[src/rtl/sys_arr_load_sequencer.sv]
// sys_arr_load_sequencer
// Feeds the systolic array load ports from a command stream and a row stream.
// A command either loads N weight rows, waits for the array to drain, then
// sends an input tile, or sends an input tile once the array FIFO has space.
// Optional statistics counters are built when SYS_ARR_LOAD_STATS_EN is defined.
//
// Handshake: a transfer happens on a rising edge where valid & ready are both
// high; valid may rise at any time, ready never depends combinationally on
// valid, and data is only sampled on the transfer edge.
module sys_arr_load_sequencer #(
  parameter int N   = 4,
  parameter int DW  = 32,
  parameter int IND = $clog2(N)
) (
  input  logic                   clk,
  input  logic                   nRST,
  input  logic                   cmd_valid,
  output logic                   cmd_ready,
  input  logic                   cmd_weights,
  input  logic [$clog2(N):0]     cmd_rows,
  input  logic                   row_valid,
  output logic                   row_ready,
  input  logic [N*DW-1:0]        row_vals,
  input  logic [N*IND-1:0]       row_inds,
  input  logic [N-1:0]           row_ends,
  input  logic [N*DW-1:0]        row_partials,
  input  logic                   drained,
  input  logic                   fifo_has_space,
  output logic                   weight_en,
  output logic                   input_en,
  output logic                   partial_en,
  output logic [$clog2(N)-1:0]   row_in_en,
  output logic [N*DW-1:0]        vals_in,
  output logic [N*IND-1:0]       inds_in,
  output logic [N-1:0]           ends_in,
  output logic [N*DW-1:0]        array_in_partials,
  output logic                   busy,
`ifdef SYS_ARR_LOAD_STATS_EN
  output logic [31:0]            tiles_done,
  output logic [31:0]            stall_cycles,
`endif
  output logic [2:0]             state_dbg
);

  localparam int RW = $clog2(N);
  localparam int CW = $clog2(N) + 1;

  typedef enum logic [2:0] {
    S_IDLE   = 3'd0,
    S_WLOAD  = 3'd1,
    S_WDRAIN = 3'd2,
    S_IWAIT  = 3'd3,
    S_IACC   = 3'd4,
    S_IGAP   = 3'd5,
    S_TAIL   = 3'd6
  } state_t;

  state_t          state;
  logic [RW-1:0]   wrow;
  logic [CW-1:0]   irows;
  logic [CW-1:0]   icnt;
  logic            first_row;
  logic [CW-1:0]   rows_eff;
  logic            row_xfer;

  // Zero or out-of-range row counts mean a full tile of N rows.
  always_comb begin
    rows_eff = cmd_rows;
    if (cmd_rows == '0 || cmd_rows > CW'(N)) rows_eff = CW'(N);
  end

  assign cmd_ready = nRST && (state == S_IDLE);
  assign row_ready = nRST && ((state == S_WLOAD) || (state == S_IACC));
  assign row_xfer  = row_valid && row_ready;
  assign busy      = (state != S_IDLE);
  assign state_dbg = state;

  // Control FSM and registered array-side outputs.
  always_ff @(posedge clk) begin
    if (!nRST) begin
      state             <= S_IDLE;
      wrow              <= '0;
      irows             <= '0;
      icnt              <= '0;
      first_row         <= 1'b0;
      weight_en         <= 1'b0;
      input_en          <= 1'b0;
      partial_en        <= 1'b0;
      row_in_en         <= '0;
      vals_in           <= '0;
      inds_in           <= '0;
      ends_in           <= '0;
      array_in_partials <= '0;
    end else begin
      // Strobes are single-cycle; value buses return to zero between strobes.
      weight_en         <= 1'b0;
      input_en          <= 1'b0;
      partial_en        <= 1'b0;
      vals_in           <= '0;
      array_in_partials <= '0;
      case (state)
        S_IDLE: begin
          if (cmd_valid) begin
            irows     <= rows_eff;
            icnt      <= '0;
            wrow      <= '0;
            first_row <= 1'b1;
            state     <= cmd_weights ? S_WLOAD : S_IWAIT;
          end
        end
        S_WLOAD: begin
          if (row_xfer) begin
            weight_en <= 1'b1;
            row_in_en <= wrow;
            vals_in   <= row_vals;
            inds_in   <= row_inds;
            if (wrow == RW'(N - 1)) begin
              wrow  <= '0;
              state <= S_WDRAIN;
            end else begin
              wrow <= wrow + RW'(1);
            end
          end
        end
        S_WDRAIN: begin
          if (drained) state <= S_IACC;
        end
        S_IWAIT: begin
          if (fifo_has_space) state <= S_IACC;
        end
        S_IACC: begin
          if (row_xfer) begin
            input_en  <= 1'b1;
            row_in_en <= '0;
            vals_in   <= row_vals;
            inds_in   <= row_inds;
            ends_in   <= row_ends;
            if (first_row) begin
              partial_en        <= 1'b1;
              array_in_partials <= row_partials;
            end
            first_row <= 1'b0;
            icnt      <= icnt + CW'(1);
            state     <= S_IGAP;
          end
        end
        S_IGAP: begin
          state <= (icnt == irows) ? S_TAIL : S_IACC;
        end
        S_TAIL: begin
          state <= S_IDLE;
        end
        default: state <= S_IDLE;
      endcase
    end
  end

`ifdef SYS_ARR_LOAD_STATS_EN
  logic stall_now;
  assign stall_now = (state == S_WDRAIN) || (state == S_IWAIT) ||
                     ((state == S_IACC) && !row_valid);

  // Saturating tile and stall counters.
  always_ff @(posedge clk) begin
    if (!nRST) begin
      tiles_done   <= '0;
      stall_cycles <= '0;
    end else begin
      if ((state == S_TAIL) && (tiles_done != '1)) tiles_done <= tiles_done + 32'd1;
      if (stall_now && (stall_cycles != '1)) stall_cycles <= stall_cycles + 32'd1;
    end
  end
`endif

endmodule

[config.mk]
export PLATFORM = sky130hd
export DESIGN_NAME = sys_arr_load_sequencer
export DESIGN_NICKNAME = d
export VERILOG_FILES = /design/src/rtl/sys_arr_load_sequencer.sv
export SDC_FILE = /design/constraint.sdc
export NUM_CORES = 1
export LEC_CHECK = 0
export CORE_AREA = 2 2 219 221
export DETAILED_ROUTE_END_ITERATION = 8
export DIE_AREA = 0 0 221 223
export PLACE_DENSITY = 0.56
export RECOVER_POWER = 100
export SLEW_MARGIN = 20
export SYNTH_ARGS = -nofsm -noshare
export SYNTH_HDL_FRONTEND = slang
export SYNTH_SLANG_ARGS = --single-unit
[constraint.sdc]
create_clock -name clk -period 2.53 [get_ports clk]
set_input_delay 0.3795 -clock clk [delete_from_list [all_inputs] [get_ports clk]]
set_output_delay 0.3795 -clock clk [all_outputs]
set_load 0.1 [all_outputs]
==> run metrics, run 1 <==
Worst EP arrival=just under 2 ns; clk root buf=clkbuf_16; chip width=221 um; outcome=finished, final reports clean; Max-slew headroom=approximately 14%; Worst Path Required=approximately 2.2 ns; Initial DRT Pass Iterations=4; Max Slew Vio Count=0; area of the multi-input gates=between 0.002 and 0.0025 mm2; global route overflow=0; Synth Register Bits=285; layout net count=between 1500 and 2000; initial antenna violation count=1; number of fill cells=just over 5000; vias=~6600; fraction of layout cells with a size suffix above 1=under 10%; I/O pins=557; Final setup viols=0; starting density of the core=17.3%; max_cap viols=0; Inserted Clock Buffers=34; FF-to-FF path depth=5; Least-Margin Pin Slew=between 1 and 1.5 ns; n_diodes=0; top_reg_cell synth=dfxtp_1; final hold vios=0; Skew-Pair Late Insertion Delay=about 0.52 ns; leading area contributor after synthesis=dfxtp_1; critical path type=primary input to primary output; Power Density=843 mW/mm2; # rows=80; # clock sinks=between 200 and 300; worst r2r src=state_dbg[2]; reg-to-reg slack, setup=around 0.33 ns; final period utilization=93.1%; Cell variety after synth=41; asr flop ratio synth=0%; Vias/cell=~3.5; final wirelength=between 20000 and 30000 um; cell depth of the worst hold path=3; FF+latch area=between 0.005 and 0.006 mm2; CP startpoint kind=primary input; Iter 0 DRT Violations=170; port bufs=roughly 560; Commonest cells post-synth=285 x dfxtp_1, 257 x and2_1, 21 x nand2_1; die area=just under 0.05 mm2; Clk pin slew, worst setup/hold paths=0.06 ns; CP Capture Type=primary output; dpl hpwl=around 22000 um; Die H=between 200 and 250 um; # DRC=0; Final min period=around 2.4 ns; setup TNS=0 ns; unrepaired setup endpoints after global routing=no; synth warn=0; class of the worst hold path=primary input to flip-flop; placed cell area=0.0138 mm2; Tot GR Track Use=11.1%; register area share after synthesis=between 60% and 70%; syn nets=between 900 and 1000; share of the synthesized area in the top cell type=69.9%; H-Tree Depth=2; cts hold-fix bufs=0; largest cells by area after synthesis=dfxtp_1 70%, and2_1 20%, buf_2 1.0%; Avg Inst Size Synth=11.9 um2; wire per inst=between 15 and 20 um; TritonCTS clock tree=yes; highest clock rate=425 MHz; critical hold path startpoint=row_inds[6]; CTS resizes=0; wire length of the first global-routing pass=41800 um; VDD IR max=591 uV; Synth Instances=approximately 690; Area Growth Syn to Fin=69.8%; Worst R2R End=vals_in[75]; largest net degree at the start of global routing=94; clk buf depth=3; setup bufs post-CTS=0; Synth Cell Area=slightly above 0.008 mm2; Crit. Startpoint=nRST; vias in the first global route=~6700; gp weighted congestion=a little over 0.8; sink of the worst hold path=inds_in[6]; Core ar.=0.0471 mm2; crit path max fanout=9; post-route cell area=0.0139 mm2; Clock Skews=0.0118 ns; most frequent cell after synthesis=dfxtp_1; Post-synth EDFFs=0; P_leak=5.30 nW; remaining antenna violation count after routing=0
[cell usage in the layout, fill, tap and decap left out, drive strengths merged, types with 5 or more instances in the layout]
cell	instances
a21oi	13
and2	257
buf	10
clkbuf	332
clkdlybuf4s50	276
clkinv	5
dfxtp	285
inv	7
mux2i	6
nand2	21
nand3	8
nor2	10
nor3	5
o21ai	10
[metal layers]
metal	track usage [%]	wire, um	up-vias
met2	19.1	14200	259
met3	3.82	1920	44
met1	12.7	12100	3054
met5	0	13	-
met4	3.88	696	2
li1	-	-	3278
[registers in the layout, indices dropped and copies added, names as in the netlist]
register and count:
state_dbg 3, row_in_en 2, input_en 1, array_in_partials 128, wrow 2, weight_en 1, first_row 1, inds_in 8
ends_in 4, partial_en 1, irows 3, vals_in 128, icnt 3
[cell type report]
| type | instances | share of cell area [%] |
|---|---|---|
| clock buffer | 50 | 7.23 |
| clock inverter | 11 | 1.03 |
| inverter | 6 | 0.163 |
| multi-input combinational | 361 | 16.2 |
| sequential | 285 | 41.2 |
| tap | 615 | 5.55 |
| timing repair buffer | 569 | 28.6 |
[power by group]
group	leakage, nW	switching [W]	internal [W]
Combinational	2.44	0.00141	0.000591
Clock	0.558	0.00191	0.00306
Sequential	2.30	0.0000672	0.00463
[worst max path at each step]
stage / endpoint / slack, ns
after floorplan: row_ready / 0.02
after global placement: row_ready / 0.29
after detailed placement: row_ready / 0.25
after CTS: cmd_ready / 0.16
after global routing: array_in_partials[35] / 0.02
final: row_ready / 0.18
[worst max-delay path: stages]
cell and delay (ns):
dlygate4sd3_1 0.70, clkinv_1 0.38, nor3_2 0.30, buf_12 0.21
[cell families (layout without fill, tap and decap cells)]
family / Yosys count / count (layout) / share of synthesized area, %
buffers and inverters: 42 / 636 / 2.35
muxes: 6 / 6 / 0.736
DFF: 285 / 285 / 69.9
xor gates and xnor gates: 4 / 4 / 0.430
adders and majority gates: 3 / 3 / 0.460
and+or+nand+nor: 317 / 317 / 23.8
AOI/OAI and AO/OA: 31 / 31 / 2.29
[per-stage QoR]
stage | total power [W] | setup slack, ns | hold slack (ns) | util (%) | instances
floorplan | 0.00617 | 0.0233 | 0.443 | - | 688
global placement | 0.00697 | 0.294 | 0.441 | 29.4 | 1836
detailed placement | 0.00698 | 0.253 | 0.450 | 29.4 | 1836
CTS | 0.0121 | 0.163 | 0.361 | 31.8 | 1897
global route | 0.0121 | 0.0212 | 0.380 | 29.4 | 1897
finish | 0.0117 | 0.176 | 0.412 | 29.4 | 1897
Power figures use the tool's default switching activity.
==> run 2, diff against run 1 <==
==> constraint.sdc (replaced) <==
create_clock -name clk -period 2.53 [get_ports clk]
set_input_delay 0.3795 -clock clk [delete_from_list [all_inputs] [get_ports clk]]
set_output_delay 0.3795 -clock clk [all_outputs]
set_load 0.005 [all_outputs]
==> run metrics, run 2 (synthesized netlist as in run 1, its figures left out) <==
outcome=finished, final reports clean; Inserted Clock Buffers=34 (unchanged); setup bufs post-CTS=0 (unchanged); CP startpoint kind=primary input; Skew-Pair Late Insertion Delay=0.52 ns (about the same); # rows=80 (unchanged); critical path type=primary input to primary output; VDD IR max=462 uV (-22%); commonest non-fill, non-tap cells in the layout=285 x dfxtp_1, 278 x clkdlybuf4s50_1, 278 x dlygate4sd3_1, 196 x and2_1, 61 x and2_0; commonest non-fill, non-tap cell in the layout=dfxtp_1; setup TNS=0 ns (unchanged); CP Capture Type=primary output; clk root buf=clkbuf_16; Setup WS pre-CTS=0.251 ns (-0.00243 ns); Worst path max stage delay=0.59 ns (-0.11 ns); Die H=223 um (unchanged); TritonCTS clock tree=yes; Worst Path Required=2.15 ns (about the same); cts hold-fix bufs=0 (unchanged); P_leak=6.84 nW (+29%); Initial DRT Pass Iterations=4 (unchanged); highest clock rate=432 MHz (+1.8%); # clock sinks=285 (unchanged); starting density of the core=17.3% (unchanged); global route overflow=0 (unchanged); crit path cell chain=dlygate4sd3_1, clkinv_1, nor3_1, clkdlybuf4s50_1; Final Power=0.0106 W (-9.5%); # DRC=0 (unchanged); I/O pins=557 (unchanged); wire length of the first global-routing pass=42600 um (+2.0%); Least-Margin Pin Slew=1.26 ns (-0.0237 ns); port bufs=556 (unchanged); final period utilization=91.4% (-1.6 points); Core ar.=0.0471 mm2 (unchanged); Tot GR Track Use=11.4% (+0.36 points); layout net count=1539 (+0.065%); vias=6604 (-0.50%); final wirelength=29200 um (+0.77%); crit path max-delay cell type=dlygate4sd3_1; max_cap viols=0 (unchanged); fraction of layout cells with a size suffix above 1=5.15% (-1.3 points); cell family with most CP delay=buffers and inverters; Clk pin slew, worst setup/hold paths=0.06 ns (about the same); class of the worst hold path=primary input to flip-flop; initial antenna violation count=6 (+5); largest net degree at the start of global routing=71 (-24%); crit path max fanout=5 (-4); area of the multi-input gates=0.00222 mm2 (-0.95%); Vias/cell=3.48 (-0.50%); dpl hpwl=22800 um (+1.6%); die area=0.0493 mm2 (unchanged); Buf+Inv Stages, Crit Path=3 (unchanged); wire per inst=15.4 um (+0.77%); Setup WS post-layout=0.216 ns (+0.0408 ns); Power Density=680 mW/mm2 (-19%); Max Slew Vio Count=0 (unchanged); Max-slew headroom=14.5% (+0.025 points); H-Tree Depth=2 (unchanged); Area Growth Syn to Fin=90.5%; Largest regs=array_in_partials x128, vals_in x128, inds_in x8; final hold vios=0 (unchanged); number of fill cells=4758 (-6.3%); chip width=221 um (unchanged); Iter 0 DRT Violations=232 (+36%); Worst EP arrival=1.93 ns (-0.04 ns); clk buf depth=3 (unchanged); remaining antenna violation count after routing=0 (unchanged); Final setup viols=0 (unchanged); vias in the first global route=6562 (-2.7%); CTS resizes=0 (unchanged); Clock Skews=0.0120 ns (+0.000190 ns); FF+latch area=0.00571 mm2 (unchanged); gp weighted congestion=0.791 (-1.8%); unrepaired setup endpoints after global routing=no; Final min period=2.31 ns (-0.0408 ns)
-- run 2: cell count changes in the layout (fill, tap and decap cells not counted), sizes merged --
cell	before	now
bufinv	3	2
clkbuf	332	56
dlygate4sd3	1	278
clkdlybuf4s50	276	278
diode	0	1
clkinvlp	2	0
buf	10	9
-- run 2: power breakdown --
part / total, W / internal, W / leakage (nW) / switching, W
Clock: 0.00485 / 0.00298 / 0.551 / 0.00188
Sequential: 0.00468 / 0.00464 / 2.30 / 0.0000429
Combinational: 0.00103 / 0.000690 / 3.98 / 0.000345
-- run 2: layout make-up --
type	instances	area share [%]
flip-flops and latches	285	36.7
clock buffers	51	6.54
diodes	1	0.0161
multi-input cells	361	14.3
repair buffers	570	36.7
well taps	615	4.95
clock inverters	8	0.628
inverters	6	0.145
-- run 2: worst paths after layout --
check                   startpoint                     to  slack, ns  cells after the start
setup / recovery              nRST              row_ready       0.22                      4
hold / removal    row_partials[80]  array_in_partials[80]       0.41                      2
setup reg to reg      state_dbg[1]                icnt[0]       0.35                      5
hold reg to reg         inds_in[7]             inds_in[7]       0.46                      2
-- run 2: per-stage QoR --
step                      area [um2]  instances  hold slack [ns]  utilization (%)
after floorplan                 8160        688            0.443                -
after global placement         14500       1837            0.439             30.8
after detailed placement       14500       1837            0.453             30.8
after CTS                      15600       1896            0.362             33.1
after global routing           15500       1897            0.376             33.0
final                          15500       1897            0.415             33.0
-- run 2: per-layer routing --
layer,global-route usage [%],share of wire [%],vias to the layer above
met4,3.75,2.3,6
li1,-,-,3280
met3,4.78,8.6,46
met2,19.2,49,291
met1,13.1,40,2981
met5,0,0.13,-
